### config.mk
export PLATFORM = sky130hd
export DESIGN_NAME = execute_stage
export DESIGN_NICKNAME = d
export VERILOG_FILES = /design/src/rtl/execute_stage.sv
export SDC_FILE = /design/constraint.sdc
export NUM_CORES = 1
export LEC_CHECK = 0
export ABC_CLOCK_PERIOD_IN_PS = 8600
export CAP_MARGIN = 30
export CORE_MARGIN = 5
export CORE_UTILIZATION = 38
export DETAILED_ROUTE_END_ITERATION = 10
export PLACE_DENSITY = 0.61
export SLEW_MARGIN = 20
export SYNTH_ARGS = -nofsm -noshare
export SYNTH_HDL_FRONTEND = slang
export SYNTH_SLANG_ARGS = --single-unit
### constraint.sdc
create_clock -name clk -period 8.6 [get_ports clk]
set_input_delay 1.72 -clock clk [delete_from_list [all_inputs] [get_ports clk]]
set_output_delay 1.72 -clock clk [all_outputs]
set_load 0.02 [all_outputs]
### src/rtl/execute_stage.sv
`default_nettype none
// ----------------------------------------------------------------------------
// execute_stage: RV32I ID/EX register, operand forwarding, ALU, branch/jal
// resolution and EX/MEM register. Optional macro EX_FORWARD_EN. Rev 1.0
// ----------------------------------------------------------------------------
module execute_stage #(
  parameter int XLEN = 32,
  parameter int RA_W = 5
) (
  input  logic            clk,
  input  logic            rst,
  input  logic            ex_hold,
  input  logic            id_flush,
  input  logic            id_valid,
  input  logic            id_reg_write,
  input  logic            id_mem_write,
  input  logic            id_alu_src,
  input  logic            id_branch,
  input  logic            id_jump,
  input  logic [3:0]      id_alu_control,
  input  logic [2:0]      id_funct3,
  input  logic [1:0]      id_result_src,
  input  logic [XLEN-1:0] id_pc,
  input  logic [XLEN-1:0] id_rs1_data,
  input  logic [XLEN-1:0] id_rs2_data,
  input  logic [XLEN-1:0] id_imm,
  input  logic [RA_W-1:0] id_rs1,
  input  logic [RA_W-1:0] id_rs2,
  input  logic [RA_W-1:0] id_rd,
  input  logic            wb_reg_write,
  input  logic [RA_W-1:0] wb_rd,
  input  logic [XLEN-1:0] wb_result,
  output logic            br_taken,
  output logic [XLEN-1:0] br_target,
  output logic            exm_valid,
  output logic            exm_reg_write,
  output logic            exm_mem_write,
  output logic [1:0]      exm_result_src,
  output logic [XLEN-1:0] exm_alu_result,
  output logic [XLEN-1:0] exm_write_data,
  output logic [XLEN-1:0] exm_pc_plus4,
  output logic [RA_W-1:0] exm_rd
);

  typedef struct packed {
    logic            valid;
    logic            reg_write;
    logic            mem_write;
    logic            alu_src;
    logic            branch;
    logic            jump;
    logic [3:0]      alu_control;
    logic [2:0]      funct3;
    logic [1:0]      result_src;
    logic [XLEN-1:0] pc;
    logic [XLEN-1:0] rs1_data;
    logic [XLEN-1:0] rs2_data;
    logic [XLEN-1:0] imm;
    logic [RA_W-1:0] rs1;
    logic [RA_W-1:0] rs2;
    logic [RA_W-1:0] rd;
  } idex_t;

  localparam logic [3:0] ALU_ADD  = 4'b0000;
  localparam logic [3:0] ALU_SUB  = 4'b1000;
  localparam logic [3:0] ALU_SLL  = 4'b0001;
  localparam logic [3:0] ALU_SLT  = 4'b0010;
  localparam logic [3:0] ALU_SLTU = 4'b0011;
  localparam logic [3:0] ALU_XOR  = 4'b0100;
  localparam logic [3:0] ALU_SRL  = 4'b0101;
  localparam logic [3:0] ALU_SRA  = 4'b1101;
  localparam logic [3:0] ALU_OR   = 4'b0110;
  localparam logic [3:0] ALU_AND  = 4'b0111;

  idex_t           idex;
  idex_t           id_next;
  logic [XLEN-1:0] op_rs1;
  logic [XLEN-1:0] op_rs2;
  logic [XLEN-1:0] op_b;
  logic [XLEN-1:0] alu_y;
  logic [4:0]      shamt;
  logic            cond;
  logic [XLEN-1:0] pc_plus4;

  always_comb begin
    id_next             = '0;
    id_next.valid       = id_valid;
    id_next.reg_write   = id_reg_write;
    id_next.mem_write   = id_mem_write;
    id_next.alu_src     = id_alu_src;
    id_next.branch      = id_branch;
    id_next.jump        = id_jump;
    id_next.alu_control = id_alu_control;
    id_next.funct3      = id_funct3;
    id_next.result_src  = id_result_src;
    id_next.pc          = id_pc;
    id_next.rs1_data    = id_rs1_data;
    id_next.rs2_data    = id_rs2_data;
    id_next.imm         = id_imm;
    id_next.rs1         = id_rs1;
    id_next.rs2         = id_rs2;
    id_next.rd          = id_rd;
  end

  // A flush only bubbles ID/EX; EX/MEM still captures the instruction in EX.
  always_ff @(posedge clk) begin
    if (rst) begin
      idex <= '0;
    end else if (!ex_hold) begin
      if (id_flush) begin
        idex <= '0;
      end else begin
        idex <= id_next;
      end
    end
  end

`ifdef EX_FORWARD_EN
  // Only ALU-result producers in MEM can forward; loads are resolved by a stall.
  always_comb begin
    op_rs1 = idex.rs1_data;
    if (idex.rs1 != '0) begin
      if (exm_valid && exm_reg_write && (exm_rd == idex.rs1) && (exm_result_src == 2'b00)) begin
        op_rs1 = exm_alu_result;
      end else if (wb_reg_write && (wb_rd == idex.rs1)) begin
        op_rs1 = wb_result;
      end
    end
  end

  always_comb begin
    op_rs2 = idex.rs2_data;
    if (idex.rs2 != '0) begin
      if (exm_valid && exm_reg_write && (exm_rd == idex.rs2) && (exm_result_src == 2'b00)) begin
        op_rs2 = exm_alu_result;
      end else if (wb_reg_write && (wb_rd == idex.rs2)) begin
        op_rs2 = wb_result;
      end
    end
  end
`else
  assign op_rs1 = idex.rs1_data;
  assign op_rs2 = idex.rs2_data;

  wire unused_fwd = &{1'b0, wb_reg_write, wb_rd, wb_result, idex.rs1, idex.rs2};
`endif

  assign op_b  = idex.alu_src ? idex.imm : op_rs2;
  assign shamt = op_b[4:0];

  always_comb begin
    alu_y = '0;
    case (idex.alu_control)
      ALU_ADD:  alu_y = op_rs1 + op_b;
      ALU_SUB:  alu_y = op_rs1 - op_b;
      ALU_SLL:  alu_y = op_rs1 << shamt;
      ALU_SLT:  alu_y = {{(XLEN-1){1'b0}}, ($signed(op_rs1) < $signed(op_b))};
      ALU_SLTU: alu_y = {{(XLEN-1){1'b0}}, (op_rs1 < op_b)};
      ALU_XOR:  alu_y = op_rs1 ^ op_b;
      ALU_SRL:  alu_y = op_rs1 >> shamt;
      ALU_SRA:  alu_y = $signed(op_rs1) >>> shamt;
      ALU_OR:   alu_y = op_rs1 | op_b;
      ALU_AND:  alu_y = op_rs1 & op_b;
      default:  alu_y = '0;
    endcase
  end

  always_comb begin
    cond = 1'b0;
    case (idex.funct3)
      3'b000:  cond = (op_rs1 == op_rs2);
      3'b001:  cond = (op_rs1 != op_rs2);
      3'b100:  cond = ($signed(op_rs1) < $signed(op_rs2));
      3'b101:  cond = ($signed(op_rs1) >= $signed(op_rs2));
      3'b110:  cond = (op_rs1 < op_rs2);
      3'b111:  cond = (op_rs1 >= op_rs2);
      default: cond = 1'b0;
    endcase
  end

  // A bubble has valid=0, which keeps the redirect quiet.
  assign br_taken  = idex.valid & (idex.jump | (idex.branch & cond));
  assign br_target = idex.pc + idex.imm;
  assign pc_plus4  = idex.pc + {{(XLEN-3){1'b0}}, 3'd4};

  always_ff @(posedge clk) begin
    if (rst) begin
      exm_valid      <= 1'b0;
      exm_reg_write  <= 1'b0;
      exm_mem_write  <= 1'b0;
      exm_result_src <= 2'b00;
      exm_alu_result <= '0;
      exm_write_data <= '0;
      exm_pc_plus4   <= '0;
      exm_rd         <= '0;
    end else if (!ex_hold) begin
      exm_valid      <= idex.valid;
      exm_reg_write  <= idex.reg_write;
      exm_mem_write  <= idex.mem_write;
      exm_result_src <= idex.result_src;
      exm_alu_result <= alu_y;
      exm_write_data <= op_rs2;
      exm_pc_plus4   <= pc_plus4;
      exm_rd         <= idex.rd;
    end
  end

endmodule
`default_nettype wire

# Yosys cells after proc, flatten, opt, wreduce, memory -nomap -nowiden
# Cells that the tools add are included.
# W data, S select, Z words.
[totals]
register_bits = 254
input_bits = 200
out_inout_bits = 139
wordCells = 63
[op_classes]
n_addsub = 4
n_lt_le_gt_ge = 6
n_eq_ne = 16
shifts = 3
mux = 4
bitwise = 6
n_reduce_logical = 2
[ops]
columns = ["operator", "count"]
rows = [
  ["$pmux W32 S10", 1],
  ["$mux W158", 1],
  ["$lt A32 B32 Y1", 4],
  ["$add A32 B32 Y32", 2],
  ["$ge A32 B32 Y1", 2],
  ["$add A32 B3 Y32 const B", 1],
  ["$and A32 B32 Y32", 1],
  ["$eq A32 B32 Y1", 1],
  ["$mux W32", 1],
  ["$ne A32 B32 Y1", 1],
  ["$or A32 B32 Y32", 1],
  ["$shl A32 B5 Y32", 1],
  ["$shr A32 B5 Y32", 1],
  ["$sshr A32 B5 Y32", 1],
  ["$sub A32 B32 Y32", 1],
  ["$xor A32 B32 Y32", 1],
  ["$eq A4 B3 Y1 const B", 4],
  ["$eq A3 B3 Y1 const B", 4],
  ["$eq A4 B2 Y1 const B", 2],
  ["$eq A4 B4 Y1 const B", 2],
  ["$pmux W1 S6", 1],
  ["$eq A4 B1 Y1 const B", 1],
  ["$logic_not A4 Y1", 1],
  ["$eq A3 B1 Y1 const B", 1],
  ["other kinds (3)", 4],
]

# Depth between registers and ports, before layout
# Gate-level depths: netlist (run 1).
[depth]
depth_word = 5
ltp_mapped = 19
depth_no_buf = 14

# Least setup slack after synthesis (run 1)
# Ideal clock, no wire load.
[synth_timing]
path_kind = "reg-to-output"
from = "register idex[15] in the netlist's numbering"
to = "output br_target[30]"
arrival_time_ns = 3.139
required_ns = 6.880
setup_slack_ns = 3.741
stages_incl_launch_ff = 14
n_path_buf = 0
path_cell_list = "dfxtp_1 -> ha_1 -> inv_1 -> fa_1 -> nor2b_4 -> o31ai_4 -> a311oi_1 -> o21a_1 -> a22o_1 -> a221o_1 -> and2_4 -> a2111o_1 -> a2111o_1 -> o211ai_1"
[synth_between]
elab_chain_len = 1
[synth_rtl]
columns = ["item", "line", "rtl"]
rows = [
  ["from (decl)", "75", "idex_t idex;"],
  ["from (signal assigned)", "113", "idex <= id_next;"],
  ["$add A32 B32 Y32", "183", "assign br_target = idex.pc + idex.imm;"],
  ["to (decl)", "34", "output logic [XLEN-1:0] br_target,"],
]
# No other way between the ends.

# Worst setup path in the final report (run 1)
# Ends and elaborated chain as after synthesis.

==> summary.txt, run 1 <==
Clock network
  • Clk Latency, worst-skew pair: 0.61 ns
  • Root buf cell: clkbuf_16
  • Post-cts sizing count: 0
  • # Post-CTS Setup Buffers: 0
  • TritonCTS Buffers: 31
  • CTS Hold Bufs: 0
  • Clock transition at path regs: 0.06 ns
  • CTS tree: built
  • TritonCTS Sinks: 254
  • Max H-tree Level: 1
  • Worst-case clock buffer depth: 3

Yosys
  • Register area share after synthesis: 0.2478
  • Cell variety after synth: 85
  • Post-Syn Nets: 3075
  • Share of the synthesized area in the top cell type: 0.2478
  • Top cells by area, synth: dfxtp_1 25%, ha_1 9.9%, nor2_1 7.8%, mux2i_1 6.7%, a22oi_1 6.0%
  • Mapped cell area: between 20000 and 25000 µm²
  • Synth Flop Type: dfxtp_1
  • Gate Count Post-Synth: 2710
  • Asr flop ratio synth: 0
  • Post-synth EDFFs: 0
  • Yosys warns: 0
  • Cell taking the most area after synthesis: dfxtp_1
  • Syn Area/Cell: 7.573 µm²
  • Synth Register Bits: 254

Placement
  • RePlAce Congestion: a little over 1
  • Port bufs: 290
  • DPL Wire Length: 68220 µm
  • Dpl cells: 3546

Critical path
  • R2R depth: 15
  • Crit path required time: ~6.9 ns
  • Worst setup SP type: flip-flop
  • Crit Reg-Reg Startpoint: idex[154]
  • Crit Path Max Fanout: 4
  • Crit. End Element: primary output
  • CP Class: flip-flop to primary output
  • Worst EP arrival: approximately 4.6 ns
  • Worst reg2reg setup slack: 2.72 ns
  • Worst r2r dst: exm_alu_result[30]

Global routing
  • First-pass GRT wire length: between 100000 and 150000 µm
  • Met1 demand-to-capacity share in global routing: 0.3837
  • Met2 usage: 0.4588
  • Busiest layer in global routing: met2
  • Initial antenna violation count: 18
  • Number of global-route vias before repair: 20.90k
  • Grt ovf: 0
  • Largest net degree at the start of global routing: between 150 and 200
  • Met3 Use GR: 0.08484
  • Gr usage total: 0.2903

Power
  • Int Pwr: 2.327 mW
  • Psw: 1.152 mW
  • Leakage: 10.20 nW
  • Sequential Power Share: 0.367
  • Maximum VDD drop: 0.1559 mV
  • Clock power frac: 0.376
  • Pwr dens: 139.7 nW/µm²
  • Sw frac: 0.3312
  • Comb pwr share: 0.257
  • Pwr Total: 3.479 mW

Floorplan
  • Horiz. Die Dim: 242.4 µm
  • I/O pins: 339
  • Core box area: 53710 µm²
  • Number of placement rows: 85
  • DIE HEIGHT: 242.4 µm
  • Die Area: around 59000 µm²
  • Initial core utilization: 0.3821

STA
  • Final Hold Viols: 0
  • Slew HR: 0.3780
  • Fmax: between 0.15 and 0.2 GHz
  • Clock Skew: approximately 0.026 ns
  • Minimum clock period after layout: 6.360 ns
  • Final setup viols: 0
  • Max-slew violation count: 0
  • Setup TNS: 0 ns
  • RSZ-0062 raised after global routing: false
  • Period utilisation layout: 0.7395
  • Actual slew at the worst max-slew pin: 0.9308 ns

Drt
  • Vias: 21.92k
  • Routed len/inst: between 20 and 30 µm
  • Routed vias/inst: slightly above 6
  • DR pass1 iterations: 6
  • DRT Wirelength: roughly 90000 µm
  • DR iter-0 viols: ~2.2k
  • DRT antenna net count: 0
  • DRC Markers: 0

Hold path
  • Worst min path class: flip-flop to flip-flop
  • Hold_sp: exm_alu_result[24]
  • Worst Hold End: exm_alu_result[24]
  • Hold Crit Depth: 2

Final layout
  • Area Overhead vs Synth: 21.30%
  • Layout Nets: 3249
  • Most frequent cells in the layout: 427 x nor2_1, 288 x clkdlybuf4s50_1, 252 x dfxtp_1, 219 x nand2_1, 182 x a21oi_1
  • Most common cell after layout, fill and taps aside: nor2_1
  • Non-Filler Instances: 3608
  • Share of cells above drive strength 1: 0.05234

Run status
  • Outcome: complete, no violations

Job
  • Max cap viols: 0
## worst max-delay path: stages, from the launching register on
cell	delay (ns)
dfxtp_1	0.36
ha_1	0.26
inv_1	0.08
fa_1	0.24
nor2b_4	0.07
o31ai_4	0.24
a311oi_1	0.17
o21a_1	0.26
a22o_1	0.26
a221o_1	0.35
and2_4	0.19
a2111o_1	0.45
a2111o_1	0.37
o211ai_1	0.10
clkdlybuf4s50_1	0.65
## Yosys cell counts (7+ instances only)
cell type and number:
o22ai_1 17, nand2_1 219, nand2b_1 16, nor2b_1 20, a22o_1 7, buf_2 21, o2111ai_1 8, xor2_1 30
mux4_2 17, buf_1 18, and3_1 22, o21a_1 41, clkbuf_1 143, nor4_1 9, xnor2_1 37, a22oi_1 163
nand3_1 51, nand4_1 15, a211oi_1 36, nor3_1 45, o21bai_1 12, a21oi_1 182, o211ai_1 42, inv_1 129
a2111oi_0 11, nor2_1 429, and2_1 7, o21ai_0 155, a21o_1 37, mux2i_1 137, o221ai_1 13, a211o_1 8
ha_1 162, a31oi_1 26, or3_1 10, a221oi_1 34, dfxtp_1 254, o31ai_1 11
## power groups by stage
| stage | sequential (mW) | clock (mW) | combinational (mW) |
|---|---|---|---|
| 2_1_floorplan | 1.30 | 0 | 0.512 |
| 3_3_place_gp | 1.30 | 0 | 0.868 |
| 3_5_place_dp | 1.30 | 0 | 0.875 |
| 4_1_cts | 1.28 | 1.34 | 0.879 |
| 5_1_grt | 1.28 | 1.39 | 0.952 |
| 6_report | 1.28 | 1.31 | 0.894 |
## layer usage
metal / wire (µm) / vias to the layer above / part of all wire
met5: 161 / - / 0.0018
met4: 3298 / 22 / 0.036
met3: 8914 / 195 / 0.098
met2: 39920 / 1048 / 0.44
met1: 38410 / 10481 / 0.42
li1: - / 10177 / -
## layout make-up
cell class	instances	area, µm²
fill	5383	28810
multi-input combinational	2129	14160
sequential	254	5087
timing repair buffer	334	3268
tap	696	870.8
clock buffer	42	867.1
inverter	134	503.0
clock inverter	11	116.4
antenna	8	20.02
## sequential cells by signal, summed over array words and instances, names as in the netlist
register        flops
idex               84
exm_alu_result     32
exm_pc_plus4       32
exm_write_data     32
op_rs1             32
op_rs2             32
exm_rd              5
exm_result_src      2
exm_mem_write       1
exm_reg_write       1
exm_valid           1
## per-stage QoR
step	hold slack [ns]	utilization	instance area, µm²	setup slack [ns]
6_report	0.4533	0.4635	24890	2.240
5_1_grt	0.4867	0.4631	24870	2.087
4_1_cts	0.4632	0.4630	24870	2.242
3_5_place_dp	0.4487	0.4447	23890	2.732
3_3_place_gp	0.4355	0.4441	23850	2.781
2_1_floorplan	0.4601	-	20520	3.741
## cell families after synthesis
kind of cell / Yosys count / synth area share
and+or+nand+nor: 871 / 0.1829
DFF: 254 / 0.2478
xor gates and xnor gates: 67 / 0.02859
muxes: 163 / 0.09206
buffers and inverters: 327 / 0.06408
AOI/OAI and AO/OA: 863 / 0.2829
adders and majority gates: 165 / 0.1017
## worst max-delay path by stage
stage | depth (start not counted) | slack (ns) | startpoint | endpoint
2_1_floorplan | 13 | 3.74 | idex[15] | br_target[30]
3_3_place_gp | 15 | 2.78 | idex[154] | exm_alu_result[30]
3_5_place_dp | 15 | 2.73 | idex[154] | exm_alu_result[30]
4_1_cts | 14 | 2.24 | idex[15] | br_target[30]
5_1_grt | 14 | 2.09 | idex[15] | br_target[30]
6_report | 14 | 2.24 | idex[15] | br_target[30]
Power figures use the tool's default switching activity.
==> run 2: changes to the inputs <==
--- a/config.mk
+++ b/config.mk
@@ -5,7 +5,7 @@
 export SDC_FILE = /design/constraint.sdc
 export NUM_CORES = 1
 export LEC_CHECK = 0
-export ABC_CLOCK_PERIOD_IN_PS = 8600
+export ABC_CLOCK_PERIOD_IN_PS = 6500
 export CAP_MARGIN = 30
 export CORE_MARGIN = 5
 export CORE_UTILIZATION = 38
==> constraint.sdc (replaced) <==
create_clock -name clk -period 6.5 [get_ports clk]
set_input_delay 1.3 -clock clk [delete_from_list [all_inputs] [get_ports clk]]
set_output_delay 1.3 -clock clk [all_outputs]
set_load 0.02 [all_outputs]
==> run 2 against run 1 <==
Against the previous run: global-route usage increased by 0.24 points; combinational power increased by 32%; critical path depth unchanged; total power increased by 36%; non-clock buffer count decreased by 3; first-iteration DRC count increased by 4.1%; sequential share of layout area decreased by 0.058 points; critical path type unchanged; critical endpoint unchanged; largest power group unchanged; highest routed layer unchanged.
==> summary.txt, run 2 (synthesis results as in run 1) <==
STA
  • Final worst slack: 0.5670 ns
  • Slew HR: 0.3415
  • Minimum clock period after layout: 5.933 ns
  • Final Hold Viols: 0
  • Actual slew at the worst max-slew pin: ~0.98 ns
  • Fmax: 0.1685 GHz
  • Period utilisation layout: 0.9128
  • Setup TNS: 0 ns
  • Clock Skew: 0.04882 ns
  • Max-slew violation count: 0
  • RSZ-0062 raised after global routing: false
  • Worst Hold Margin: 0.4502 ns
  • Final setup viols: 0

Critical path
  • Crit Path Max Fanout: 4
  • Worst reg2reg setup slack: 1.58 ns
  • CP Class: flip-flop to primary output
  • Worst setup SP type: flip-flop
  • Worst EP arrival: 4.63 ns
  • Worst r2r dst: exm_alu_result[24]
  • R2R depth: 14
  • Crit path required time: 5.20 ns
  • Crit. End Element: primary output
  • Crit Reg-Reg Startpoint: idex[154]

Clock network
  • # Post-CTS Setup Buffers: 0
  • CTS Hold Bufs: 0
  • Worst-case clock buffer depth: 3
  • Root buf cell: clkbuf_16
  • TritonCTS Buffers: 31
  • Clk Latency, worst-skew pair: about 0.65 ns
  • Post-cts sizing count: 0
  • Max H-tree Level: 1
  • TritonCTS Sinks: roughly 250
  • Clock transition at path regs: 0.07 ns
  • CTS tree: built

Floorplan
  • Die Area: 58750 µm²
  • Number of placement rows: 85
  • Horiz. Die Dim: 242.4 µm
  • I/O pins: 339
  • DIE HEIGHT: approximately 240 µm
  • Initial core utilization: 0.3821
  • Core box area: 53710 µm²

Global routing
  • Gr usage total: 0.2927
  • Largest net degree at the start of global routing: 195
  • Number of global-route vias before repair: 20.78k
  • Initial antenna violation count: 19
  • Grt ovf: 0
  • First-pass GRT wire length: 135000 µm

Power
  • Leakage: between 10 and 15 nW
  • Pwr Total: 4.718 mW
  • Maximum VDD drop: 0.2136 mV
  • Pwr dens: around 190 nW/µm²

Final layout
  • Most common cell after layout, fill and taps aside: nor2_1
  • Final Util: 0.4648
  • Most frequent cells in the layout: 427 x nor2_1, 288 x clkdlybuf4s50_1, 252 x dfxtp_1, 219 x nand2_1, 182 x a21oi_1
  • Fillers: ~5.3k
  • Share of cells above drive strength 1: 0.05334
  • Top reg by flops: idex
  • Area Overhead vs Synth: 21.65%
  • Layout Nets: about 3.2k
  • Max reg flops: 84

Drt
  • DR iter-0 viols: ~2.3k
  • DRT Wirelength: 91280 µm
  • Routed len/inst: approximately 25 µm
  • DRC Markers: 0
  • DRT antenna net count: 0
  • Vias: 21.86k
  • Routed vias/inst: 6.054
  • DR pass1 iterations: 7

Hold path
  • Hold Crit Depth: 2
  • Worst min path class: flip-flop to flip-flop
  • Worst Hold End: exm_alu_result[13]
  • Hold_sp: exm_alu_result[13]

Placement
  • Port bufs: 290
  • DPL Wire Length: 68470 µm
  • RePlAce Congestion: roughly 1
  • Place WS: 1.181 ns

Run status
  • Outcome: complete, no violations

Job
  • Max cap viols: 0
-- run 2: cell types whose count changed in the layout (fill, tap and decap cells not counted), sizes merged --
cell	change
buf	-3
clkbuf	+3
clkinvlp	+3
clkinv	-2
bufinv	+1
-- run 2: how the worst max path moves through the flow --
stage,start,to,slack [ns],depth (start not counted)
detailed placement,idex[15],br_target[30],1.18,14
finish,idex[15],br_target[30],0.57,14
global placement,idex[15],br_target[30],1.22,14
global route,idex[15],br_target[30],0.35,14
CTS,idex[15],br_target[30],0.52,14
floorplan,idex[15],br_target[30],2.06,13
-- run 2: cell type report --
type / count / area (µm²) / area share
Antenna cell: 8 / 20.02 / 0.0008019
Timing Repair Buffer: 331 / 3248 / 0.1301
Inverter: 134 / 503.0 / 0.02015
Sequential cell: 254 / 5087 / 0.2038
Clock buffer: 45 / 908.4 / 0.03639
Multi-Input combinational cell: 2129 / 14160 / 0.5672
Clock inverter: 13 / 166.4 / 0.006666
Tap cell: 696 / 870.8 / 0.03488
-- run 2: layer usage --
| layer | GRT usage | share of wire | vias to the layer above |
|---|---|---|---|
| li1 | - | - | 10186 |
| met4 | 0.09215 | 0.037 | 24 |
| met2 | 0.4664 | 0.45 | 976 |
| met3 | 0.06951 | 0.090 | 173 |
| met5 | 0 | 0.0021 | - |
| met1 | 0.3932 | 0.43 | 10496 |
-- run 2: per-stage QoR --
stage,cell area (µm²),std cells
2_1_floorplan,20520,2710
4_1_cts,24950,3602
6_report,24970,3610
3_5_place_dp,23870,3544
3_3_place_gp,23860,3543
5_1_grt,24950,3602
-- run 2: power breakdown --
group | total (mW) | internal, mW | switching, mW
logic | 1.18 | 0.463 | 0.712
clock network | 1.85 | 1.09 | 0.762
registers | 1.69 | 1.61 | 0.0788
total | 4.72 | 3.16 | 1.55
-- run 2: worst max-delay path, stage by stage (launching register included) --
cell             delay [ns]
dfxtp_1                0.34
ha_1                   0.25
inv_1                  0.08
fa_1                   0.25
nor2b_4                0.07
o31ai_4                0.24
a311oi_1               0.17
o21a_1                 0.26
a22o_1                 0.27
a221o_1                0.33
and2_4                 0.19
a2111o_1               0.45
a2111o_1               0.38
o211ai_1               0.10
clkdlybuf4s50_1        0.64
